File: src/rtl/dmem_arb_pkg.sv
// Shared types and default address-map constants for the data-memory arbiter.
package dmem_arb_pkg;

  typedef enum logic [1:0] {M0 = 2'd0, M1 = 2'd1, NONE = 2'd2} master_e;

  typedef enum logic [1:0] {TGT_DMEM = 2'd0, TGT_MMIO = 2'd1, TGT_ERR = 2'd2} target_e;

  localparam logic [31:0] DEF_MMIO_BASE = 32'h0200_0000;
  localparam logic [31:0] DEF_MMIO_MASK = 32'hFFFF_FF00;

endpackage

File: src/rtl/dmem_arb_decode.sv
// Address decode: byte address -> dmem, MMIO window or decode error.
module dmem_arb_decode
  import dmem_arb_pkg::*;
#(
  parameter int                ADDR_W     = 32,
  parameter logic [ADDR_W-1:0] MMIO_BASE  = ADDR_W'(DEF_MMIO_BASE),
  parameter logic [ADDR_W-1:0] MMIO_MASK  = ADDR_W'(DEF_MMIO_MASK),
  parameter int                DMEM_WORDS = 64
) (
  input  logic [ADDR_W-1:0] addr,
  output logic [1:0]        tgt
);

  localparam logic [ADDR_W-1:0] DMEM_LIMIT = ADDR_W'(4 * DMEM_WORDS);

  // MMIO takes priority so the window stays reachable even if it overlaps dmem.
  always_comb begin
    if ((addr & MMIO_MASK) == MMIO_BASE) tgt = TGT_MMIO;
    else if (addr < DMEM_LIMIT)          tgt = TGT_DMEM;
    else                                 tgt = TGT_ERR;
  end

endmodule

File: src/rtl/dmem_arbiter.sv
// Two-master round-robin arbiter with lock for the dmem port and MMIO window.
// Optional grant/conflict statistics counters are built when DMEM_ARB_STATS_EN is defined.
module dmem_arbiter
  import dmem_arb_pkg::*;
#(
  parameter int                ADDR_W     = 32,
  parameter int                DATA_W     = 32,
  parameter logic [ADDR_W-1:0] MMIO_BASE  = ADDR_W'(DEF_MMIO_BASE),
  parameter logic [ADDR_W-1:0] MMIO_MASK  = ADDR_W'(DEF_MMIO_MASK),
  parameter int                DMEM_WORDS = 64
) (
  input  logic                clk,
  input  logic                reset,
  input  logic                m0_req,
  input  logic                m0_we,
  input  logic                m0_lock,
  input  logic [DATA_W/8-1:0] m0_be,
  input  logic [ADDR_W-1:0]   m0_addr,
  input  logic [DATA_W-1:0]   m0_wdata,
  output logic                m0_gnt,
  output logic                m0_rvalid,
  output logic                m0_err,
  output logic [DATA_W-1:0]   m0_rdata,
  input  logic                m1_req,
  input  logic                m1_we,
  input  logic                m1_lock,
  input  logic [DATA_W/8-1:0] m1_be,
  input  logic [ADDR_W-1:0]   m1_addr,
  input  logic [DATA_W-1:0]   m1_wdata,
  output logic                m1_gnt,
  output logic                m1_rvalid,
  output logic                m1_err,
  output logic [DATA_W-1:0]   m1_rdata,
  output logic                mem_en,
  output logic                mem_we,
  output logic [DATA_W/8-1:0] mem_be,
  output logic [ADDR_W-1:0]   mem_addr,
  output logic [DATA_W-1:0]   mem_wdata,
  input  logic [DATA_W-1:0]   mem_rdata,
  output logic                mmio_en,
  output logic                mmio_we,
  output logic [DATA_W/8-1:0] mmio_be,
  output logic [ADDR_W-1:0]   mmio_addr,
  output logic [DATA_W-1:0]   mmio_wdata,
  input  logic [DATA_W-1:0]   mmio_rdata,
  output logic                busy
`ifdef DMEM_ARB_STATS_EN
  ,
  output logic [15:0]         m0_gnt_cnt,
  output logic [15:0]         m1_gnt_cnt,
  output logic [15:0]         conflict_cnt
`endif
);

  master_e             rr_ptr, lock_owner, rr_next, lock_next, win;
  logic                vld_p0, we_p0, lock_p0;
  logic [DATA_W/8-1:0] be_p0;
  logic [ADDR_W-1:0]   addr_p0;
  logic [DATA_W-1:0]   wdata_p0;
  logic [1:0]          tgt_p0;
  logic                vld_p1, we_p1;
  master_e             owner_p1;
  logic [1:0]          tgt_p1;
  logic [DATA_W-1:0]   rsp_rdata;
  logic                rsp_err;

  always_ff @(posedge clk or negedge reset) begin
    if (!reset) begin
      rr_ptr     <= M0;
      lock_owner <= NONE;
    end else begin
      rr_ptr     <= rr_next;
      lock_owner <= lock_next;
    end
  end

  always_comb begin
    rr_next   = rr_ptr;
    lock_next = lock_owner;
    if ((lock_owner == M0 && !m0_req) || (lock_owner == M1 && !m1_req)) lock_next = NONE;
    if (vld_p0) begin
      rr_next   = (win == M0) ? M1 : M0;
      lock_next = lock_p0 ? win : NONE;
    end
  end

  // Grant is held off while reset is asserted so every output reads 0.
  always_comb begin
    win = NONE;
    if (reset) begin
      if (lock_owner == M0 && m0_req)      win = M0;
      else if (lock_owner == M1 && m1_req) win = M1;
      else if (m0_req && m1_req)           win = rr_ptr;
      else if (m0_req)                     win = M0;
      else if (m1_req)                     win = M1;
    end
    vld_p0   = (win != NONE);
    m0_gnt   = (win == M0);
    m1_gnt   = (win == M1);
    we_p0    = m1_gnt ? m1_we    : m0_we;
    lock_p0  = m1_gnt ? m1_lock  : m0_lock;
    be_p0    = m1_gnt ? m1_be    : m0_be;
    addr_p0  = m1_gnt ? m1_addr  : m0_addr;
    wdata_p0 = m1_gnt ? m1_wdata : m0_wdata;

    mem_en     = vld_p0 && (tgt_p0 == TGT_DMEM);
    mem_we     = mem_en && we_p0;
    mem_be     = mem_en ? be_p0    : '0;
    mem_addr   = mem_en ? addr_p0  : '0;
    mem_wdata  = mem_en ? wdata_p0 : '0;
    mmio_en    = vld_p0 && (tgt_p0 == TGT_MMIO);
    mmio_we    = mmio_en && we_p0;
    mmio_be    = mmio_en ? be_p0    : '0;
    mmio_addr  = mmio_en ? addr_p0  : '0;
    mmio_wdata = mmio_en ? wdata_p0 : '0;
  end

  dmem_arb_decode #(
    .ADDR_W    (ADDR_W),
    .MMIO_BASE (MMIO_BASE),
    .MMIO_MASK (MMIO_MASK),
    .DMEM_WORDS(DMEM_WORDS)
  ) u_decode (
    .addr(addr_p0),
    .tgt (tgt_p0)
  );

  // p0 -> p1: issue cycle to response cycle
  always_ff @(posedge clk or negedge reset) begin
    if (!reset) vld_p1 <= 1'b0;
    else        vld_p1 <= vld_p0;
  end

  always_ff @(posedge clk) begin
    owner_p1 <= win;
    we_p1    <= we_p0;
    tgt_p1   <= tgt_p0;
  end

  always_comb begin
    rsp_rdata = '0;
    if (vld_p1 && !we_p1) begin
      if (tgt_p1 == TGT_DMEM)      rsp_rdata = mem_rdata;
      else if (tgt_p1 == TGT_MMIO) rsp_rdata = mmio_rdata;
    end
    rsp_err   = vld_p1 && (tgt_p1 == TGT_ERR);
    m0_rvalid = vld_p1 && (owner_p1 == M0);
    m1_rvalid = vld_p1 && (owner_p1 == M1);
    m0_rdata  = m0_rvalid ? rsp_rdata : '0;
    m1_rdata  = m1_rvalid ? rsp_rdata : '0;
    m0_err    = m0_rvalid && rsp_err;
    m1_err    = m1_rvalid && rsp_err;
    busy      = vld_p1;
  end

`ifdef DMEM_ARB_STATS_EN
  function automatic logic [15:0] sat_inc(input logic [15:0] v);
    return (v == 16'hFFFF) ? v : v + 16'd1;
  endfunction

  always_ff @(posedge clk or negedge reset) begin
    if (!reset) begin
      m0_gnt_cnt   <= '0;
      m1_gnt_cnt   <= '0;
      conflict_cnt <= '0;
    end else begin
      if (m0_gnt)           m0_gnt_cnt   <= sat_inc(m0_gnt_cnt);
      if (m1_gnt)           m1_gnt_cnt   <= sat_inc(m1_gnt_cnt);
      if (m0_req && m1_req) conflict_cnt <= sat_inc(conflict_cnt);
    end
  end
`endif

endmodule

File: config.mk
export PLATFORM = sky130hd
export DESIGN_NAME = dmem_arbiter
export DESIGN_NICKNAME = d
export VERILOG_FILES = /design/src/rtl/dmem_arb_pkg.sv /design/src/rtl/dmem_arb_decode.sv /design/src/rtl/dmem_arbiter.sv
export SDC_FILE = /design/constraint.sdc
export NUM_CORES = 1
export LEC_CHECK = 0
export BUFFER_PORTS_ARGS = -buffer_cell sky130_fd_sc_hd__buf_2
export CAP_MARGIN = 5
export CELL_PAD_IN_SITES_DETAIL_PLACEMENT = 2
export CELL_PAD_IN_SITES_GLOBAL_PLACEMENT = 2
export CORE_ASPECT_RATIO = 1.2
export CORE_MARGIN = 2
export CORE_UTILIZATION = 11
export DETAILED_ROUTE_END_ITERATION = 10
export GPL_TIMING_DRIVEN = 0
export MAX_ROUTING_LAYER = met4
export PLACE_DENSITY_LB_ADDON = 0.1
export SYNTH_ARGS = -nofsm -noshare
export SYNTH_HDL_FRONTEND = slang
export SYNTH_SLANG_ARGS = --single-unit
File: constraint.sdc
create_clock -name clk -period 1.9 [get_ports clk]
set_input_delay 0.19 -clock clk [delete_from_list [all_inputs] [get_ports clk]]
set_output_delay 0.19 -clock clk [all_outputs]
set_load 0.01 [all_outputs]
==> key figures <==
Clock network
  – Clock latency on the worst-skew pair: about 240 ps
  – Worst-path clk slew: around 40 ps
  – CTS Buf Count: 3
  – CTS sink count: 9
  – Root buf cell: clkbuf_16
  – CTS Buffer Depth: 2
  – CTS tree: yes
  – H-tree Lvls: 1

Worst setup path
  – Critical path arrival: 2140 ps
  – Crit path kind: reg2out
  – Worst r2r path cells: 6
  – Crit-path max cell delay: 540 ps
  – Crit end category: output pin
  – WP data required: between 1500 and 2000 ps
  – Worst reg2reg endpoint: lock_owner[1]
  – Worst path slowest cell: dfstp_2
  – Crit-path max FO: 10
  – CP Cell Sequence: mux2i_1 -> a21o_2 -> buf_6 -> buf_6 -> a2bb2oi_4 -> buf_12 -> buf_12 -> a21oi_1 -> buf_2
  – Startpoint types: flop
  – Register-to-register setup slack: approximately 150 ps
  – FF-to-FF Start: lock_owner[1]

Status
  – Failing checks: negative setup slack
  – Status: finished with violations

Logic synthesis
  – Post-synthesis mux area share: 12.0%
  – Synth Area in Adders: 0%
  – Synth cell types: 38
  – Most numerous cell in the Yosys netlist: a21oi_1
  – Top_reg_cell synth: dfxtp_1
  – Post-Synth XOR/XNOR Area: 0%
  – Synth Cell Area: 2910 sq um
  – Synth Area in Compound Gates: approximately a fifth
  – Main combinational cell family by area after synthesis: simple AND/OR/NAND/NOR gates
  – Top cell type by total area after synthesis: nand4_1
  – Simple-gate share of the synthesized area: 35.8%
  – Commonest cells in the synthesized netlist: a21oi_1 (91), nand4_1 (89), nor2_1 (64)
  – Area contributors post-synth: nand4_1 (19%), a21oi_1 (16%), buf_4 (14%), mux2i_1 (12%), nor2_1 (8.3%)
  – Synth Warn #: 0
  – Post-synth ARST share: 44.4%
  – EDFF count, synth: 0
  – Seq cells post-synth: 9
  – Avg Inst Size Synth: ~6.7 sq um
  – Post-Synthesis Cells: 431
  – Post-synth top area share: 19.1%
  – Register area share after synthesis: under 10%

Die
  – Num rows: 65
  – Core Area: 26200 sq um
  – Die width: 152 microns
  – Initial Utilization: between 10 and 15%
  – Die ar.: 27800 sq um
  – Ports: between 400 and 500
  – Die span in y: 182 microns

Min path
  – Hold Path Origin: m0_lock
  – Worst Hold Class: in2reg
  – Worst Hold Depth: 2
  – WHS Endpoint: lock_owner[1]

Power
  – Cell Pwr Density: between 200 and 250 nW/um^2
  – VDD IR max: between 150 and 200 uV
  – P_leak: 3.23 nW

Place
  – Pre-CTS WS: -662 ps
  – Final GP Congestion: between 0.7 and 0.8
  – PortBufs: 371
  – Dpl cell area: 5360 sq um
  – Final HPWL DP: 19.1 mm

GRT
  – Vias in the first global route: 5641
  – GRT Util Overall: 16.2%
  – Antenna violations before repair: 0
  – Grt ovf: 0
  – First-pass GRT wire length: about 34 mm
  – Largest net degree at the start of global routing: 11

STA
  – Final period util: 123%
  – Max frequency: 429 MHz
  – Count of final setup violators: 94
  – Worst Skew: 1.15 ps
  – Hold Vio Cnt, Final: 0
  – Final worst slack: -430 ps
  – Unrepaired setup endpoints after global routing: yes
  – Final slew viol count: 0
  – Final worst path period need: 2330 ps

Drt
  – Via density: 4.17
  – Number of remaining DRC errors: 0
  – 1st-pass router iterations: 4
  – Final WL: 23.5 mm
  – Drt initial violations: 103
  – Total via count in the routed design: approximately 5k
  – Antenna-violating nets left: 0
  – Wire per inst: 19.4 microns

Final layout
  – Cell area after layout: 6450 sq um
  – Synth-to-Final Area Change: 122%
  – Antenna Diode Count: 0
  – Nets: 1088
  – Share of cells above drive strength 1: 66.6%

Flow run
  – Max-Cap Viols: 0
==> power by group <==
| group | internal (W) | switching [W] |
|---|---|---|
| Sequential | 0.000207 | 0.0000115 |
| Clock | 0.000281 | 0.000100 |
| Combinational | 0.000466 | 0.000380 |
| Total | 0.000954 | 0.000491 |
==> cell usage in the layout, fill, tap and decap left out, drive strengths merged, types with 2 or more instances in the layout <==
| cell type | instances |
|---|---|
| dfrtp | 3 |
| nor3 | 3 |
| conb | 47 |
| dlygate4sd3 | 2 |
| or4 | 4 |
| o21ai | 3 |
| clkbuf | 22 |
| and4b | 2 |
| nand2 | 4 |
| buf | 472 |
| mux2i | 35 |
| inv | 6 |
| and4 | 2 |
| nand4 | 89 |
| a21o | 2 |
| a21oi | 91 |
| a211oi | 2 |
| nor4 | 6 |
| nor3b | 2 |
| nor2 | 66 |
| nand3 | 3 |
| dfxtp | 5 |
==> worst max path at each step <==
stage	start	endpoint	slack (ps)
3_5_place_dp	lock_owner[1]	mmio_wdata[23]	-660
6_report	lock_owner[1]	mem_wdata[21]	-430
5_1_grt	lock_owner[1]	mem_wdata[30]	-530
2_1_floorplan	lock_owner[1]	mem_wdata[10]	50
4_1_cts	lock_owner[1]	mmio_wdata[7]	-420
3_3_place_gp	lock_owner[1]	mmio_wdata[23]	-660
==> area by class of cell <==
type	count	area, sq um
Fill cell	3206	19700
Multi-Input combinational cell	368	2490
Timing Repair Buffer	401	2360
Buffer	91	870
Tap cell	335	419
Sequential cell	9	204
Clock buffer	4	78.8
Inverter	6	25.0
==> through the flow <==
| stage | hold WS (ps) | power (W) | utilization (%) | TNS (ps) | instances |
|---|---|---|---|---|---|
| after global routing | 124 | 0.00154 | 24.6 | -45210 | 1214 |
| after CTS | 103 | 0.00138 | 23.1 | -36860 | 1210 |
| after global placement | 34.6 | 0.000814 | 20.5 | -44320 | 1183 |
| after floorplan | -106 | 0.000504 | - | 0 | 477 |
| final | 104 | 0.00144 | 24.6 | -35920 | 1214 |
| after detailed placement | 36.8 | 0.000818 | 20.5 | -45590 | 1183 |
==> flip-flops by register name (all words and copies together), names as in the netlist <==
signal and flops:
we_p1 1, lock_owner 2, busy 1, tgt_p1 2
owner_p1 2, rr_ptr 1
==> repair_timing <==
| item | CTS | global route |
|---|---|---|
| setup buffers | 18 | 3 |
| endpoints found under the setup margin | 158 | 115 |
| hold buffers | 2 | 0 |
| pin swaps | 8 | 24 |
| endpoints found under the hold margin | 3 | 0 |
| cloned | 4 | 5 |
| resized for setup | 96 | 85 |
==> logic make-up (layout without fill, tap and decap cells) <==
family | Yosys count | after routing
muxes | 35 | 35
DFF | 9 | 9
AOI/OAI and AO/OA | 103 | 103
buffers and inverters | 100 | 502
and+or+nand+nor | 183 | 183
other | 1 | 47
==> worst max-delay path, delay by kind of cell, from the launching register on <==
kind | cells | cell delay (ps)
DFF | 1 | 540
buffers and inverters | 5 | 680
muxes | 1 | 220
AOI/OAI and AO/OA | 3 | 450
==> layer usage <==
layer  up-vias  global-route usage [%]  wire length [microns]
met3        16                    3.87                   1880
met1      2368                    17.1                   8520
met5         -                       -                      0
met4         0                    3.04                    295
met2       262                    31.0                  12800
li1       2412                       -                      -
Note: power is estimated with default switching activity, not from simulation.
